File: src/rtl/uart_pkg.sv
// Shared UART definitions: transmitter FSM states and frame constants,
// also used by the receive path.
package uart_pkg;

    typedef enum logic [1:0] {
        IDLE,
        START,
        DATA,
        STOP
    } tx_state_t;

    localparam int CLKS_PER_BIT_DEFAULT = 87;
    localparam int DATA_BITS            = 8;
    localparam int FRAME_BITS           = 10;

endpackage

File: src/rtl/uart_tx_fifo.sv
// First-word-fall-through byte FIFO that buffers bytes waiting for the
// transmitter. rd_data always shows the head entry while empty is low.
module uart_tx_fifo #(
    parameter int DEPTH = 4
) (
    input  logic       clk_10,
    input  logic       reset,
    input  logic [7:0] wr_data,
    input  logic       wr_en,
    output logic       full,
    input  logic       rd_en,
    output logic [7:0] rd_data,
    output logic       empty
);

    localparam int AW = $clog2(DEPTH);

    logic [7:0]    mem [DEPTH];
    logic [AW-1:0] wr_ptr;
    logic [AW-1:0] rd_ptr;
    logic [AW:0]   count;
    logic          push;
    logic          pop;

    assign push    = wr_en && !full;
    assign pop     = rd_en && !empty;
    assign full    = (count == (AW+1)'(DEPTH));
    assign empty   = (count == '0);
    assign rd_data = mem[rd_ptr];

    // Storage is not reset; the pointers define what is valid.
    always_ff @(posedge clk_10) begin
        if (push) begin
            mem[wr_ptr] <= wr_data;
        end
    end

    always_ff @(posedge clk_10) begin
        if (reset) begin
            wr_ptr <= '0;
            rd_ptr <= '0;
            count  <= '0;
        end else begin
            if (push) begin
                wr_ptr <= wr_ptr + 1'b1;
            end
            if (pop) begin
                rd_ptr <= rd_ptr + 1'b1;
            end
            case ({push, pop})
                2'b10:   count <= count + 1'b1;
                2'b01:   count <= count - 1'b1;
                default: count <= count;
            endcase
        end
    end

endmodule

File: src/rtl/uart_tx.sv
// 8N1 UART transmitter: byte FIFO in front of a start/data/stop serialiser.
// state | meaning
// IDLE  | line high, waiting for the FIFO to hold a byte
// START | start bit (line low) for one bit period
// DATA  | eight data bits, LSB first, one bit period each
// STOP  | stop bit (line high); chains straight into START if more bytes wait
module uart_tx
    import uart_pkg::*;
#(
    parameter int CLKS_PER_BIT = CLKS_PER_BIT_DEFAULT,
    parameter int FIFO_DEPTH   = 4
) (
    input  logic       clk_10,
    input  logic       reset,
    input  logic [7:0] data,
    input  logic       valid,
    output logic       ready,
    output logic       uart,
    output logic       busy
);

    localparam int             BAUD_W    = (CLKS_PER_BIT > 1) ? $clog2(CLKS_PER_BIT) : 1;
    localparam int             BIT_W     = $clog2(DATA_BITS);
    localparam logic [BAUD_W-1:0] BAUD_LAST = BAUD_W'(CLKS_PER_BIT - 1);
    localparam logic [BIT_W-1:0]  BIT_LAST  = BIT_W'(DATA_BITS - 1);

    tx_state_t         state;
    tx_state_t         state_nxt;
    logic [BAUD_W-1:0] baud_cnt;
    logic [BAUD_W-1:0] baud_cnt_nxt;
    logic [BIT_W-1:0]  bit_idx;
    logic [BIT_W-1:0]  bit_idx_nxt;
    logic [7:0]        shift;
    logic [7:0]        shift_nxt;
    logic              uart_q;
    logic              uart_nxt;
    logic              busy_q;
    logic              baud_done;
    logic              fifo_full;
    logic              fifo_empty;
    logic              fifo_rd;
    logic [7:0]        fifo_data;

    uart_tx_fifo #(
        .DEPTH(FIFO_DEPTH)
    ) u_fifo (
        .clk_10 (clk_10),
        .reset  (reset),
        .wr_data(data),
        .wr_en  (valid),
        .full   (fifo_full),
        .rd_en  (fifo_rd),
        .rd_data(fifo_data),
        .empty  (fifo_empty)
    );

    assign ready     = !fifo_full;
    assign uart      = uart_q;
    assign busy      = busy_q;
    assign baud_done = (baud_cnt == BAUD_LAST);

    // uart_nxt is the level the line takes after the next edge, so the pin
    // lags the state by one cycle and comes straight from a flop.
    always_comb begin
        state_nxt    = state;
        baud_cnt_nxt = baud_done ? '0 : baud_cnt + 1'b1;
        bit_idx_nxt  = bit_idx;
        shift_nxt    = shift;
        fifo_rd      = 1'b0;
        uart_nxt     = 1'b1;
        case (state)
            IDLE: begin
                baud_cnt_nxt = '0;
                if (!fifo_empty) begin
                    fifo_rd   = 1'b1;
                    shift_nxt = fifo_data;
                    state_nxt = START;
                end
            end
            START: begin
                uart_nxt = 1'b0;
                if (baud_done) begin
                    bit_idx_nxt = '0;
                    state_nxt   = DATA;
                end
            end
            DATA: begin
                uart_nxt = shift[0];
                if (baud_done) begin
                    shift_nxt = shift >> 1;
                    if (bit_idx == BIT_LAST) begin
                        state_nxt = STOP;
                    end else begin
                        bit_idx_nxt = bit_idx + 1'b1;
                    end
                end
            end
            STOP: begin
                uart_nxt = 1'b1;
                if (baud_done) begin
                    if (!fifo_empty) begin
                        fifo_rd   = 1'b1;
                        shift_nxt = fifo_data;
                        state_nxt = START;
                    end else begin
                        state_nxt = IDLE;
                    end
                end
            end
            default: begin
                state_nxt = IDLE;
            end
        endcase
    end

    always_ff @(posedge clk_10) begin
        if (reset) begin
            state    <= IDLE;
            baud_cnt <= '0;
            bit_idx  <= '0;
            shift    <= '0;
            uart_q   <= 1'b1;
            busy_q   <= 1'b0;
        end else begin
            state    <= state_nxt;
            baud_cnt <= baud_cnt_nxt;
            bit_idx  <= bit_idx_nxt;
            shift    <= shift_nxt;
            uart_q   <= uart_nxt;
            busy_q   <= (state != IDLE) || !fifo_empty;
        end
    end

endmodule

File: config.mk
export PLATFORM = sky130hd
export DESIGN_NAME = uart_tx
export DESIGN_NICKNAME = d
export VERILOG_FILES = /design/src/rtl/uart_pkg.sv /design/src/rtl/uart_tx_fifo.sv /design/src/rtl/uart_tx.sv
export SDC_FILE = /design/constraint.sdc
export NUM_CORES = 1
export LEC_CHECK = 0
export ABC_AREA = 0
export CORE_MARGIN = 1
export CORE_UTILIZATION = 25
export CTS_CLUSTER_SIZE = 12
export DETAILED_ROUTE_END_ITERATION = 8
export GPL_ROUTABILITY_DRIVEN = 1
export PLACE_DENSITY = 0.52
export SLEW_MARGIN = 20
export SYNTH_ARGS = -nofsm -noshare
export SYNTH_HDL_FRONTEND = slang
export SYNTH_SLANG_ARGS = --single-unit
File: constraint.sdc
create_clock -name clk_10 -period 2.37 [get_ports clk_10]
set_input_delay 0.474 -clock clk_10 [delete_from_list [all_inputs] [get_ports clk_10]]
set_output_delay 0.474 -clock clk_10 [all_outputs]
set_load 0.005 [all_outputs]
Word-level counts from Yosys, hierarchy flattened. Memory sizes are Yosys's and may differ from the RTL's. A register that Yosys moved wholly into a read port is not among the register bits. Cells that the tools add are included.

Register bits after elaboration: 29. Word-level logic and storage cells: 69. Output and inout bits: 3. RAM bits: 32. Memories kept: 1. Bits of input ports: 11.

Memories: u_fifo.mem (words 4, width 8, read ports 1, clocked after memory_dff 1, wr ports 1, line uart_tx_fifo.sv:18) `logic [7:0] mem [DEPTH];`.

Add/sub/neg operators: 6. Muxes and demuxes: 24. Reductions and logical operators: 15. Eq/ne operators: 14.

Operator list (count): two-way mux 8 bit (3); one-hot mux 8 bit (3 select lines) (1); two-way mux 2 bit (7); != test 2 bit (second input constant) (6); one-hot mux 3 bit (2 select lines) (2); two-way mux 3 bit (3); one-hot mux 2 bit (4 select lines) (1); adder 7 x 1 -> 7 bit (second input constant) (1); equality test 7 bit (second input constant) (1); adder 3 x 1 -> 3 bit (second input constant) (2); equality test 2 bit (second input constant) (3); equality test 3 bit (second input constant) (2); nonzero test 2 bit (3); two-way mux 1 bit (5); AND reduction 5 bit (1); adder 2 x 1 -> 2 bit (second input constant) (2); equality test 2 x 1 -> 1 bit (second input constant) (2); one-hot mux 1 bit (2 select lines) (2); AND reduction 4 bit (1); zero test 3 bit (1); AND reduction 3 bit (1); nonzero test 3 bit (1); OR reduction 3 bit (1); subtractor 3 x 1 -> 3 bit (second input constant) (1); 4 further kinds (6).

Logic depth before layout (Yosys ltp).
Depth in word-level cells: 7. Depth in mapped cells: 11. Mapped depth without buffers: 11.

By module. A second synthesis with hierarchy kept.

Cells, all modules: 223. Area, all modules: 2854.0 um^2.

By module, submodules not included: uart_tx_fifo (area an instance 1635.3 um^2, instances 1, cells each 96); uart_tx (area an instance 1218.7 um^2, instances 1, cells each 127).

Worst setup path after synthesis. No wires, ideal clock.

Path kind: reg-to-reg. From: register baud_cnt[0]. To: register u_fifo.count[2]. Data arrival time: 2.327 ns. Stages on the path, launching flop included: 12. Clock period less this slack: 2.398 ns. Library setup time: 0.071 ns. Path slack: -0.028 ns. Path through: dfxtp_1 inv_1 ha_1 and4b_1 a31oi_1 nor3_2 ha_1 inv_1 fa_1 xor2_1 or3_1 a21oi_1.

Longest elaborated chain between the ends: 6. Elaborated cells between the ends (all ways): 8. Those cells by class: 3 x eq/ne; 3 x mux; 2 x reduce/logical.

Ends and longest elaborated chain: from (decl) (line uart_tx.sv:29) `logic [BAUD_W-1:0] baud_cnt;`; from (signal assigned) (line uart_tx.sv:126) `baud_cnt <= baud_cnt_nxt;`; equality test 7 bit (*) (line uart_tx.sv:60) `assign baud_done = (baud_cnt == BAUD_LAST);`; two-way mux 1 bit (*) (line uart_tx.sv:100) `if (baud_done) begin`; one-hot mux 1 bit (2 select lines) (*) (line uart_tx.sv:71) `case (state)`; logical AND 1 bit (*) (line uart_tx_fifo.sv:26) `assign pop = rd_en && !empty;`; net u_fifo.pop (line uart_tx_fifo.sv:23) `logic pop;`; equality test 2 x 1 -> 1 bit / equality test 2 bit (equally long branches) (line uart_tx_fifo.sv:50) `case ({push, pop})`; one-hot mux 3 bit (2 select lines) / nonzero test 2 bit (equally long branches); to (signal assigned) (line uart_tx_fifo.sv:51) `2'b10: count <= count + 1'b1;`; to (signal assigned) (line uart_tx_fifo.sv:52) `2'b01: count <= count - 1'b1;`; to (signal assigned) (line uart_tx_fifo.sv:53) `default: count <= count;`; to (decl) (line uart_tx_fifo.sv:21) `logic [AW:0] count;`.

The timed path passes the listed nets; every way through them passes the cells marked *. A chain may end at the register's enable or synchronous reset.

Worst setup path in the final report. Same ends and word-level chain as after synthesis.

==> flow_summary.toml <==
[layout]
drive_gt1_frac = 0.238
nets = 286
diodes = 0
finish.utilization = 0.320
num-fill-cells = 1102
layout.cells.non_filler = 405
area.growth.synth_to_final_pct = 25.3

[global_routing]
grt_max_degree = 15
overflow = 0
grt_pass1_vias = 1850
grt_pass1_wl_um = 8790
antenna_found_initial = 0
track_usage = 0.102

[cts]
cts_buffer_depth = 2
h-tree-depth = 3
cts_sinks = 63
clk_pin_slew_ns = 0.07
clk_latency_ns = 0.34
cts_tree = "yes"
cts_root_buf = "clkbuf_8"
cts_buffers = 9

[setup_path]
rr_startpoint = "baud_cnt[0]$_SDFF_PP0_"
cp.required_ns = 2.64
path_class = "flip-flop to flip-flop"
cp.arrival_ns = 2.67
regToRegSetupSlack_ns = -0.03
start_kind = "flip-flop"
reg2reg_depth = 11
worstSetupEndpointType = "flip-flop"
reg2reg_to = "u_fifo.count[2]$_SDFFE_PP0P_"
cp_max_fo = 2

[floorplan]
die_area_um2 = 11500
rows = 38
die_w_um = 107
io_pins = 14
start_util = 0.256
core_area_um2 = 10800
die_y_um = 107

[route]
wl_per_cell_um = 13.0
dr_total_vias = 1766
drtAntennaViolNets = 0
drt-total-wl_um = 5260
drt_iter0_markers = 84
first_pass_iters = 4
viasPerCell = 4.36
drc = 0

[logic_synthesis]
ys.flop_type = "edfxtp_1"
yosys_warnings = 0
async_reset_ff_frac = 0
synth_seq_cells = 63
synthTopCellsByArea = "edfxtp_1, dfxtp_1, mux4_2"
synth_commonest_cells = "edfxtp_1, dfxtp_1, nor2_1, nand2_1"
synth_top_area_cell = "edfxtp_1"
synth_fp_nets = 245
synth_top_area_share = 0.347
avgSynthCellArea_um2 = 12.7
synth_cell_type_count = 43
synth.most_common_cell = "edfxtp_1"
synth_edf_count = 32
synth_seq_area_share = 0.571
synthCells = 219
netlist_area_um2 = 2770

[run_status]
status = "finished, violations left"
violations = "setup timing"

[worst_hold_path]
min_from = "bit_idx[1]$_SDFFE_PP0P_"
min_path_type = "flip-flop to flip-flop"
min_to = "bit_idx[1]$_SDFFE_PP0P_"
whs_path_depth = 2

[timing]
finalHoldViolations = 0
slew_headroom = 0.612
rsz0062_at_grt = "true"
worst_slack_ns = -0.0274
min_period_ns = 2.40
worst_slew_pin_slew_ns = 0.582
fmax_mhz = 417
holdWs_ns = 0.472
fin_crit_sh = 1.01
finClkSkew_ns = 0.00883
final_max_slew_viol_count = 0
finalSetupViolCount = 1

[placed_design]
dp_hpwl_um = 3590
place_ws_ns = -0.0331
gp_congestion = 0.706
dp_cells = 385
port_buffers = 13

[job]
maxCapViolCount = 0

[power_and_ir_drop]
power.density_nw_per_um2 = 1070
p_total_mw = 3.72
p_leak_nw = 1.24
ir_drop_mv = 0.304
-- metal layers --
layer	vias to the layer above	GRT usage	share of wire
li1	876	-	-
met1	850	0.120	0.46
met2	29	0.167	0.48
met3	11	0.0236	0.032
met4	0	0.0675	0.023
met5	-	0	0
-- through the flow --
stage	cell area, µm²	TNS, ns
after global routing	3470	-0.173
after CTS	3430	0
final	3470	-0.0274
after global placement	3210	0
after floorplan	2780	-0.000614
after detailed placement	3210	-0.0331
-- critical path, stage by stage (launching register included) --
cell     delay, ns
dfxtp_1       0.31
inv_1         0.06
ha_2          0.17
and4b_2       0.26
a31oi_4       0.11
nor3_4        0.22
ha_2          0.21
inv_1         0.05
fa_2          0.33
xor2_1        0.17
or3_1         0.32
a21oi_2       0.13
-- sequential cells by signal, summed over array words and instances (netlist names), named ones only --
name,flops
u_fifo.mem,32
uart,1
u_fifo.rd_ptr,2
busy,1
bit_idx,3
baud_cnt,7
u_fifo.wr_ptr,2
shift,8
u_fifo.count,3
state,2
-- how the worst max path moves through the flow --
stage	depth (start not counted)	slack, ns	end	start
6_report	11	-0.03	u_fifo.count[2]$_SDFFE_PP0P_	baud_cnt[0]$_SDFF_PP0_
5_1_grt	11	-0.17	u_fifo.count[2]$_SDFFE_PP0P_	baud_cnt[0]$_SDFF_PP0_
4_1_cts	11	0.004	u_fifo.count[2]$_SDFFE_PP0P_	baud_cnt[0]$_SDFF_PP0_
3_5_place_dp	11	-0.03	u_fifo.count[2]$_SDFFE_PP0P_	baud_cnt[0]$_SDFF_PP0_
3_3_place_gp	11	0.04	u_fifo.count[2]$_SDFFE_PP0P_	baud_cnt[0]$_SDFF_PP0_
2_1_floorplan	11	-0.0006	u_fifo.count[2]$_SDFFE_PP0P_	baud_cnt[0]$_SDFF_PP0_
-- cell usage in the layout, fill, tap and decap left out, types with 8 or more instances in the layout --
cell type / netlist / routed
clkdlybuf4s50_1: 0 / 13
a21oi_1: 14 / 13
nand2_1: 17 / 17
ha_1: 14 / 12
edfxtp_1: 32 / 32
buf_4: 0 / 25
mux4_2: 8 / 8
clkbuf_8: 0 / 9
inv_1: 10 / 10
nor2_1: 20 / 20
dfxtp_1: 31 / 31
-- repair_timing --
action,CTS,global route
buffers inserted,2,2
cloned,0,0
pin swaps,3,3
resized for setup,0,5
hold buffers,0,0
setup endpoints to repair,1,2
-- where the power goes --
part | internal [mW] | total (mW) | leakage (nW) | switching [mW]
Sequential | 1.34 | 1.46 | 0.547 | 0.115
Clock | 0.594 | 0.996 | 0.0978 | 0.402
Combinational | 0.618 | 1.27 | 0.594 | 0.656
Total | 2.55 | 3.72 | 1.24 | 1.17
-- cell type report --
cell class / count / area (µm²) / share of cell area
multi-input cells: 138 / 1150 / 0.332
flip-flops and latches: 63 / 1580 / 0.455
clock buffers: 13 / 139 / 0.0400
well taps: 140 / 175 / 0.0505
clock inverters: 3 / 67.6 / 0.0195
inverters: 10 / 37.5 / 0.0108
repair buffers: 38 / 318 / 0.0915
-- kinds of logic after synthesis --
| logic type | Yosys count | share of synthesized area |
|---|---|---|
| AO/OA/AOI/OAI | 32 | 0.0885 |
| XOR/XNOR | 8 | 0.0253 |
| adder cells (fa/ha/maj) | 15 | 0.0704 |
| buffers and inverters | 18 | 0.0253 |
| flip-flops | 63 | 0.571 |
| multiplexers | 13 | 0.0844 |
| AND/OR/NAND/NOR | 70 | 0.135 |
Power figures use the tool's default switching activity.
